[config.mk]
export PLATFORM = sky130hd
export DESIGN_NAME = perf_counter_ctrl
export DESIGN_NICKNAME = d
export VERILOG_FILES = /design/src/rtl/perf_counter_ctrl.sv
export SDC_FILE = /design/constraint.sdc
export NUM_CORES = 1
export LEC_CHECK = 0
export BUFFER_PORTS_ARGS = -buffer_cell sky130_fd_sc_hd__buf_2
export CORE_AREA = 3 3 145 147
export CTS_CLUSTER_SIZE = 20
export DETAILED_ROUTE_END_ITERATION = 8
export DIE_AREA = 0 0 148 150
export HOLD_SLACK_MARGIN = 0.05
export MAX_ROUTING_LAYER = met4
export PLACE_DENSITY = 0.56
export SLEW_MARGIN = 20
export SYNTH_ARGS = -nofsm -noshare
export SYNTH_HDL_FRONTEND = slang
export SYNTH_SLANG_ARGS = --single-unit
[constraint.sdc]
create_clock -name clk_i -period 2.7 [get_ports clk_i]
set_input_delay 0.27 -clock clk_i [delete_from_list [all_inputs] [get_ports clk_i]]
set_output_delay 0.27 -clock clk_i [all_outputs]
set_load 0.02 [all_outputs]
[src/rtl/perf_counter_ctrl.sv]
// Performance-counter array controller: CSR access, sequenced clear-all and optional overflow scan.
// Define PERF_COUNTER_CTRL_SCAN_EN to build in the threshold scan, sticky overflow flags and irq.

module perf_counter_ctrl #(
   parameter int unsigned NUM_CNT = 16
) (
   input  logic               clk_i,
   input  logic               rst_i,
   input  logic               csr_req_i,
   input  logic               csr_we_i,
   input  logic [4:0]         csr_addr_i,
   input  logic [63:0]        csr_wdata_i,
   output logic               csr_gnt_o,
   output logic               csr_rvalid_o,
   output logic [63:0]        csr_rdata_o,
   input  logic               clear_all_i,
   output logic               busy_o,
   output logic               clear_done_o,
   output logic [4:0]         pc_addr_o,
   output logic               pc_we_o,
   output logic [63:0]        pc_wdata_o,
   input  logic [63:0]        pc_rdata_i,
   input  logic               scan_en_i,
   input  logic [63:0]        thresh_i,
   input  logic [NUM_CNT-1:0] ovf_clr_i,
   output logic [NUM_CNT-1:0] ovf_o,
   output logic               irq_o
);

   typedef enum logic {ST_IDLE, ST_CLEAR} state_e;
   localparam logic [4:0] LAST_IDX = 5'(NUM_CNT - 1);

   state_e     state_q, state_d;
   logic [4:0] clr_ptr_q, clr_ptr_d;
   logic       csr_in_range, csr_rd, csr_wr, clr_wr, clr_last;
   logic       scan_rd;
   logic [4:0] scan_addr;

   assign busy_o       = (state_q == ST_CLEAR);
   assign csr_in_range = ({1'b0, csr_addr_i} < 6'(NUM_CNT));
   // Writes are held off during a clear so they cannot be overwritten by a later zero write.
   assign csr_gnt_o    = csr_req_i && !(csr_we_i && busy_o);
   assign csr_rd       = csr_gnt_o && !csr_we_i;
   assign csr_wr       = csr_gnt_o && csr_we_i && csr_in_range;
   assign clr_wr       = busy_o && !csr_gnt_o;
   assign clr_last     = clr_wr && (clr_ptr_q == LAST_IDX);

   always_comb begin
      state_d   = state_q;
      clr_ptr_d = clr_ptr_q;
      case (state_q)
         ST_IDLE: begin
            if (clear_all_i) state_d = ST_CLEAR;
         end
         ST_CLEAR: begin
            if (clr_last) begin
               state_d   = ST_IDLE;
               clr_ptr_d = '0;
            end else if (clr_wr) begin
               clr_ptr_d = clr_ptr_q + 5'd1;
            end
         end
         default: state_d = ST_IDLE;
      endcase
   end

   always_comb begin
      pc_addr_o  = '0;
      pc_we_o    = 1'b0;
      pc_wdata_o = '0;
      if (csr_gnt_o) begin
         pc_addr_o = csr_addr_i;
         pc_we_o   = csr_wr;
         if (csr_wr) pc_wdata_o = csr_wdata_i;
      end else if (clr_wr) begin
         pc_addr_o = clr_ptr_q;
         pc_we_o   = 1'b1;
      end else if (scan_rd) begin
         pc_addr_o = scan_addr;
      end
      if (rst_i) pc_we_o = 1'b0;
   end

   always_ff @(posedge clk_i or posedge rst_i) begin
      if (rst_i) begin
         state_q      <= ST_IDLE;
         clr_ptr_q    <= '0;
         csr_rvalid_o <= 1'b0;
         csr_rdata_o  <= '0;
         clear_done_o <= 1'b0;
      end else begin
         state_q      <= state_d;
         clr_ptr_q    <= clr_ptr_d;
         csr_rvalid_o <= csr_rd;
         clear_done_o <= clr_last;
         if (csr_rd) csr_rdata_o <= csr_in_range ? pc_rdata_i : '0;
      end
   end

`ifdef PERF_COUNTER_CTRL_SCAN_EN
   logic [4:0]         scan_ptr_q;
   logic               scan_hit;
   logic [NUM_CNT-1:0] ovf_q, ovf_d;

   assign scan_rd   = (state_q == ST_IDLE) && scan_en_i && !csr_req_i;
   assign scan_addr = scan_ptr_q;
   assign scan_hit  = scan_rd && (thresh_i != '0) && (pc_rdata_i >= thresh_i);
   assign ovf_o     = ovf_q;

   // Set has priority over every clear source.
   always_comb begin
      ovf_d = ovf_q;
      for (int unsigned i = 0; i < NUM_CNT; i++) begin
         ovf_d[i] = (ovf_q[i] && !(ovf_clr_i[i]
                                   || (csr_wr && (csr_addr_i == 5'(i)))
                                   || (clr_wr && (clr_ptr_q == 5'(i)))))
                    || (scan_hit && (scan_ptr_q == 5'(i)));
      end
   end

   always_ff @(posedge clk_i or posedge rst_i) begin
      if (rst_i) begin
         scan_ptr_q <= '0;
         ovf_q      <= '0;
         irq_o      <= 1'b0;
      end else begin
         if (scan_rd) scan_ptr_q <= (scan_ptr_q == LAST_IDX) ? 5'd0 : scan_ptr_q + 5'd1;
         ovf_q <= ovf_d;
         irq_o <= |ovf_q;
      end
   end
`else
   logic unused_scan_inputs;

   assign scan_rd            = 1'b0;
   assign scan_addr          = '0;
   assign ovf_o              = '0;
   assign irq_o              = 1'b0;
   assign unused_scan_inputs = ^{scan_en_i, thresh_i, ovf_clr_i};
`endif

endmodule
==> flow_summary.ini, run 1 <==
[sta]
tightest_slew_ns = 0.6266
hold_viol = 0
final-setup-viol-count = 0
clock_skew_ns = 0.002689
rsz0062_at_grt = no
fin_crit_sh_pct = 84.75
fmax_mhz = 437.0
hold_slack_ns = 0.1804
maxSlewViolCount = 0
relSlewSlack_pct = 58.23
setup_slack_ns = 0.4118
setup_tns_ns = 0
layout_min_cycle_time_ns = 2.288

[critical_path]
endpoint = pc_wdata_o[28]
worstRegToRegCells = 3
start_kind = register
startpoint = busy_o
cp.required_ns = 2.43
r2r_slack_ns = 1.43
timing.rr.start = busy_o
arrival_ns = 2.02
critPathMaxFanout = 57
critPathCaptureType = output pin
path_class = reg -> out
reg2reg_to = clr_ptr_q[1]

[clock_network]
cts_buffers = 9
clock-sinks = 72
insertion_delay_ns = 0.33
htreeDepth = 3
cts.path.max_buffers = 2
root_buffer = clkbuf_16
cts_tree = done
clk_pin_slew_ns = 0.06

[pwr]
vdd.ir_drop.worst_mv = 0.2556
power.leakage_nw = 3.089
power.total_w = 0.003430
power_per_cell_area_nw_per_um2 = 615.0

[route]
drtIter0Drc = 105
viasPerCell = 3.859
postRouteAntennaNets = 0
drc = 0
dr.pass1.iters = 4
wirelength_um = 14490
vias = 3647
drt-wirelength-per-cell_um = 15.33

[cells_and_area]
drive_above_1_share_pct = 44.79
layout_commonest_cell = buf_2
nNetsFinal = 888
area_delta_synth_final_pct = 50.17
final_util_pct = 27.83
layout_common_cells = buf_2 (275), dfrtp_1 (72), nand2_1 (66), and2_1 (65)

[logic_synthesis]
ys_top_cells_by_area = dfrtp_1 (49%), and2_1 (11%), nand2b_1 (11%), o21ai_0 (8.6%), nand2_1 (6.7%)
syn_inst = 405
yosys_warnings = 0
yosysSeqAreaShare_pct = 48.52
synth_top_area_cell = dfrtp_1
synth_top_area_share_pct = 48.52
synth-seq-cells = 72
postSynthAreaPerCell_um2 = 9.169
syn_area_um2 = 3714
yosysUniqueCellTypes = 27

[grt]
grt_use_total_pct = 12.81
grt_pass1_wl_um = 20760
grt_max_degree = 73
antenna_found_initial = 2
grt_pass1_vias = 3447
overflow = 0

[die]
core_um2 = 20040
die_h_um = 150
rows = 52
start_util_pct = 18.53
ioPinCount = 374
dieArea_um2 = 22200
die_x_um = 148

[place]
gp_congestion = 0.9053
port_buffers = 275
pre_cts_slack_ns = 0.7636
dp_hpwl_um = 11070

[outcome]
status = complete, no violations

[min_path]
worstHoldPathType = in -> reg

[flow_run]
max-cap-violations = 0
## final cells by class
type	count	area, um^2
multi-input combinational	300	1662
tap	270	337.8
clock buffer	13	270.3
timing repair buffer	283	1451
fill	2244	14460
sequential	72	1802
clock inverter	2	37.54
inverter	2	8.758
antenna	3	7.507
## stage by stage
stage	cell area, um^2	cells
3_5_place_dp	5251	926
2_1_floorplan	3774	421
6_report	5577	945
4_1_cts	5569	942
5_1_grt	5574	944
3_3_place_gp	5251	926
## what timing repair did
| item | CTS | global route |
|---|---|---|
| hold endpoints to repair | 17 | 0 |
| hold buffers | 1 | 0 |
| setup buffers | 0 | 0 |
| gates resized for setup | 0 | 0 |
## routing by layer
layer	up-vias	routed length (um)	global-route usage [%]
met3	27	1563	5.421
met4	0	762	7.252
met1	1635	5719	14.74
met2	201	6439	18.77
met5	-	0	-
li1	1784	-	-
## synth_stat cells, drive strengths merged
master,instances
dfrtp,72
and2,66
nand2,66
nand2b,65
o21ai,64
buf,33
clkbuf,14
a22o,5
inv,2
nand3,2
nor2b,2
o21a,2
a21boi,1
a32o,1
conb,1
ha,1
mux2,1
mux2i,1
nand4b,1
nor2,1
nor4bb,1
o2111ai,1
o22a,1
xnor2,1
## worst min-delay path by stage
stage,start,to,slack (ns),cells past startpoint
finish,pc_rdata_i[42],csr_rdata_o[42],0.18,3
global route,pc_rdata_i[4],csr_rdata_o[4],0.17,3
CTS,pc_rdata_i[42],csr_rdata_o[42],0.16,3
global placement,rst_i,csr_rdata_o[43],0.27,2
detailed placement,rst_i,csr_rdata_o[43],0.27,2
floorplan,clear_all_i,busy_o,0.41,1
## cells by family after synthesis
| kind of cell | share of synthesized area (%) |
|---|---|
| multiplexers | 0.6737 |
| AND/OR/NAND/NOR | 30.42 |
| other | 0.1010 |
| AO/OA/AOI/OAI | 11.15 |
| adder cells (fa/ha/maj) | 0.3369 |
| buffers and inverters | 8.558 |
| XOR/XNOR | 0.2359 |
| flip-flops | 48.52 |
## where the power goes
group / switching (W) / internal, W / total, W
sequential: 0.0000988 / 0.00122 / 0.00131
combinational: 0.000502 / 0.000349 / 0.000850
clock: 0.000477 / 0.000788 / 0.00127
## state kept, by name (all words and copies together) (netlist names)
signal,flops
busy_o,1
clear_done_o,1
clr_ptr_q,5
csr_rdata_o,64
csr_rvalid_o,1
## worst max-delay path: stages, from the launching register on
cell	delay (ns)
dfrtp_1	0.43
nor4bb_4	0.57
buf_12	0.28
and2_1	0.16
buf_2	0.23
Note: power is estimated with default switching activity, not from simulation.
==> run 2: changes to the inputs <==
Settings changed: CORE_AREA 3 3 145 147 to 3 3 143 145, DIE_AREA 0 0 148 150 to 0 0 146 148, PLACE_DENSITY 0.56 to 0.59.
Clock period 2.7 ns to 1.95 ns, I/O delays scaled along.
==> flow_summary.ini, run 2 (synthesized netlist as in run 1, its figures left out) <==
[outcome]
status = complete, no violations

[flow_run]
max-cap-violations = 0

[cells_and_area]
nNetsFinal = 887
final_util_pct = 28.89
regMostFlops = csr_rdata_o
regArea_um2 = 1802
layout_commonest_cell = buf_2
area_delta_synth_final_pct = 50.44
multiInputGateArea_um2 = 1669
fillers = 2136
stdcell_count = 939
drive_above_1_share_pct = 45.39
layout_common_cells = buf_2 (270), dfrtp_1 (72), nand2_1 (66), nand2b_1 (64), o21ai_0 (64)
largest_reg_flops = 64
reg_top3 = csr_rdata_o x64, clr_ptr_q x5

[grt]
grt_use_total_pct = 13.06
overflow = 0
grt_pass1_wl_um = 20910
antenna_found_initial = 2
grt_pass1_vias = 3505
grt_max_degree = 79

[critical_path]
worstRegToRegCells = 3
path_class = reg -> out
r2r_slack_ns = 0.69
slowest_stage = dfrtp_1
start_kind = register
reg2reg_to = clr_ptr_q[1]
cp.required_ns = 1.75
arrival_ns = 1.72
critPathCaptureType = output pin
critPathMaxFanout = 65
path_cells = nor4bb_4 > buf_12 > and2_1 > buf_2
timing.rr.start = busy_o
cp_slowest_stage_delay_ns = 0.42

[place]
place_inst = 921
dp_hpwl_um = 10700
gp_congestion = 0.8581
port_buffers = 275

[die]
die_h_um = 148
rows = 51
dieArea_um2 = 21610
core_um2 = 19330
die_x_um = 146
start_util_pct = 19.21
ioPinCount = 374

[clock_network]
cts.path.max_buffers = 2
root_buffer = clkbuf_16
post_cts_buffers = 0
insertion_delay_ns = 0.33
htreeDepth = 3
cts_buffers = 9
hold_buffers = 0
clk_pin_slew_ns = 0.06
clock-sinks = 72
cts_tree = done

[route]
drc = 0
dr.pass1.iters = 4
viasPerCell = 3.836
drt-wirelength-per-cell_um = 15.00
postRouteAntennaNets = 0
drtIter0Drc = 93
vias = 3602
wirelength_um = 14090

[sta]
tightest_slew_ns = 0.6008
final-setup-viol-count = 0
relSlewSlack_pct = 59.94
clock_skew_ns = 0.001219
maxSlewViolCount = 0
fin_crit_sh_pct = 98.24
rsz0062_at_grt = yes
hold_viol = 0
layout_min_cycle_time_ns = 1.916
fmax_mhz = 522.0

[min_path]
worstHoldPathType = in -> async

[pwr]
power_per_cell_area_nw_per_um2 = 829.9
vdd.ir_drop.worst_mv = 0.3636
power.leakage_nw = 3.085
==> run 2: changes by cell type in the layout (fill, tap and decap cells not counted), sizes merged <==
cell / delta
clkbuf: -3
clkinvlp: +2
clkinv: +2
diode: -1
dlygate4sd3: -1
==> run 2: metrics by stage <==
stage	setup TNS (ns)	hold WS, ns	cell area [um^2]	setup slack [ns]	power (W)
floorplan	0	0.3316	3777	0.1569	0.002591
global placement	0	0.4333	5273	0.3412	0.003026
detailed placement	0	0.4334	5273	0.3450	0.003042
CTS	0	0.06663	5582	0.003700	0.004729
global route	-2.162	0.08739	5587	-0.06799	0.004907
finish	0	0.04135	5587	0.03429	0.004636
==> run 2: power by group <==
group / switching [W] / internal (W)
Combinational: 0.000700 / 0.000490
Clock: 0.000645 / 0.000984
Sequential: 0.000134 / 0.00168
==> run 2: layout make-up <==
| type | instances | share of cell area [%] |
|---|---|---|
| Sequential cell | 72 | 32.25 |
| Multi-Input combinational cell | 300 | 29.88 |
| Timing Repair Buffer | 282 | 26.47 |
| Tap cell | 265 | 5.935 |
| Clock buffer | 10 | 4.099 |
| Clock inverter | 6 | 1.075 |
| Inverter | 2 | 0.2016 |
| Antenna cell | 2 | 0.08959 |
==> run 2: worst max path at each step <==
stage | start | endpoint | slack [ns] | cells after the start
floorplan | rst_i | pc_we_o | 0.16 | 2
global placement | busy_o | pc_wdata_o[7] | 0.34 | 4
detailed placement | busy_o | pc_wdata_o[7] | 0.35 | 4
CTS | busy_o | pc_wdata_o[62] | 0.004 | 4
global route | busy_o | pc_wdata_o[59] | -0.07 | 4
finish | busy_o | pc_wdata_o[62] | 0.03 | 4
==> run 2: critical path, delay by kind of cell (launching register included) <==
kind	cells	cell delay [ns]
and+or+nand+nor	2	0.49
DFF	1	0.42
buffers and inverters	2	0.45
==> run 2: metal layers <==
metal	up-vias	GRT usage, %	part of all wire [%]
met5	-	-	0
met1	1614	14.59	39
met3	16	4.568	9.2
met2	192	21.19	48
met4	0	5.833	3.7
li1	1780	-	-
==> run 2: what timing repair did <==
action | in CTS | in global routing
endpoints found under the setup margin | 8 | 63
hold endpoints to repair | 0 | 0
resized for setup | 8 | 0
pin swaps | 0 | 0
==> run 3: changes to the inputs <==
Settings changed: CORE_AREA 3 3 143 145 to 3 3 145 147, DIE_AREA 0 0 146 148 to 0 0 148 150, PLACE_DENSITY 0.59 to 0.56.
Clock period 1.95 ns to 1.8 ns, I/O delays scaled along.
==> flow_summary.ini, run 3 (synthesized netlist as in run 1, its figures left out) <==
[outcome]
status = complete, but fails checks
violations = negative setup slack

[grt]
antenna_found_initial = 2
grt_pass1_vias = 3569
grt_use_total_pct = 13.15
grt_pass1_wl_um = 21510
overflow = 0
grt_max_degree = 83

[cells_and_area]
final_area_um2 = 6212
regMostFlops = csr_rdata_o
layout_common_cells = buf_2 (210), dfrtp_1 (72), nand2_1 (66), nand2b_1 (64), o21ai_0 (64)
largest_reg_flops = 64
reg_top3 = csr_rdata_o x64, clr_ptr_q x5
fillers = 2149
nNetsFinal = 892
regArea_um2 = 1802
layout_commonest_cell = buf_2
multiInputGateArea_um2 = 1780
drive_above_1_share_pct = 51.70
final_util_pct = 31.00
area_delta_synth_final_pct = 67.28

[route]
postRouteAntennaNets = 0
wirelength_um = 14960
viasPerCell = 3.913
dr.pass1.iters = 4
drt-wirelength-per-cell_um = 15.76
vias = 3713
drc = 0
drtIter0Drc = 89

[pwr]
power_per_cell_area_nw_per_um2 = 819.8
power.total_w = 0.005093
p_sw_w = 0.001672
p_seq_share_pct = 38.6
p_sw_share_pct = 32.82
p_int_w = 0.003421
power.leakage_nw = 3.228
vdd.ir_drop.worst_mv = 0.3763
p_comb_share_pct = 26.8
pwr-share-clk_pct = 34.5

[sta]
relSlewSlack_pct = 59.57
rsz0062_at_grt = yes
layout_min_cycle_time_ns = 1.917
setup_slack_ns = -0.1172
clock_skew_ns = 0.007506
tightest_slew_ns = 0.6065
final-setup-viol-count = 65
hold_viol = 0
fin_crit_sh_pct = 106.5
maxSlewViolCount = 0
fmax_mhz = 521.6

[critical_path]
arrival_ns = 1.74
path_cells = nor4bb_4 > buf_6 > buf_12 > and2_1 > buf_6
start_kind = register
endpoint = pc_wdata_o[63]
crit_buf_inv = 3
r2r_slack_ns = 0.54
worstRegToRegCells = 4
timing.rr.start = clr_ptr_q[0]
cpMostUsedCell = buf_6
critPathMaxFanout = 16
startpoint = busy_o
critPathCaptureType = output pin
crit_cells = 5
critPathTopFamily = buffers and inverters
path_class = reg -> out
slowest_stage = dfrtp_1
reg2reg_to = clr_ptr_q[3]
cp.required_ns = 1.62
cp_slowest_stage_delay_ns = 0.41

[die]
core_um2 = 20040
rows = 52
ioPinCount = 374
dieArea_um2 = 22200
die_x_um = 148
die_h_um = 150
start_util_pct = 18.53

[place]
gp_congestion = 0.8176
pre_cts_slack_ns = 0.2030
dp_hpwl_um = 10540
dpl_cell_area_um2 = 5271
port_buffers = 275

[flow_run]
max-cap-violations = 0

[clock_network]
cts_tree = done
clock-sinks = 72
clk_pin_slew_ns = 0.07
htreeDepth = 3
root_buffer = clkbuf_16
cts_buffers = 9
cts.path.max_buffers = 2
insertion_delay_ns = 0.34

[min_path]
worstHoldPathType = in -> reg
## run 3: stage by stage
| stage | instances | setup TNS, ns | hold slack, ns |
|---|---|---|---|
| 2_1_floorplan | 421 | 0 | 0.3166 |
| 4_1_cts | 946 | -5.283 | 0.06857 |
| 3_5_place_dp | 925 | 0 | 0.4172 |
| 3_3_place_gp | 925 | 0 | 0.4102 |
| 6_report | 949 | -3.766 | 0.08949 |
| 5_1_grt | 949 | -8.797 | 0.08015 |
## run 3: timing repair
| item | 4_1_cts | 5_1_grt |
|---|---|---|
| gates resized for setup | 123 | 58 |
| hold buffers | 1 | 0 |
| pin swaps | 3 | 7 |
| setup buffers | 1 | 0 |
| endpoints found under the hold margin | 61 | 0 |
| endpoints found under the setup margin | 70 | 66 |
| gates cloned | 3 | 1 |
## run 3: cell type report
cell class | instances | share of cell area (%)
inverters | 2 | 0.1813
repair buffers | 287 | 32.04
multi-input cells | 300 | 28.66
well taps | 270 | 5.438
diodes | 2 | 0.08056
clock inverters | 4 | 0.4632
clock buffers | 12 | 4.129
flip-flops and latches | 72 | 29.00
## run 3: worst min path at each step
stage,start,endpoint,slack [ns],depth (start not counted)
after floorplan,clear_all_i,busy_o,0.32,1
after global placement,rst_i,csr_rdata_o[10],0.41,3
after detailed placement,rst_i,csr_rdata_o[50],0.42,3
after CTS,pc_rdata_i[21],csr_rdata_o[21],0.07,3
after global routing,pc_rdata_i[33],csr_rdata_o[33],0.08,3
final,pc_rdata_i[5],csr_rdata_o[5],0.09,3
## run 3: worst reg2reg max path: stages (launching register included)
cell and delay (ns):
dfrtp_1 0.42, ha_1 0.21, nor2b_1 0.14, o2111ai_1 0.14, a32o_1 0.23
## run 3: power groups by stage
stage	sequential (W)	clock (W)	combinational (W)
detailed placement	0.00199	0	0.00129
global route	0.00200	0.00191	0.00150
floorplan	0.00218	0	0.000625
CTS	0.00196	0.00184	0.00135
finish	0.00197	0.00176	0.00137
global placement	0.00198	0	0.00128
## run 3: routing by layer
layer	wire, um	part of all wire, %	up-vias	global-route usage, %
met5	0	0	-	-
met4	383	2.6	0	5.312
met3	1505	10	22	4.664
met2	6894	46	205	20.28
met1	6175	41	1697	15.71
li1	-	-	1789	-
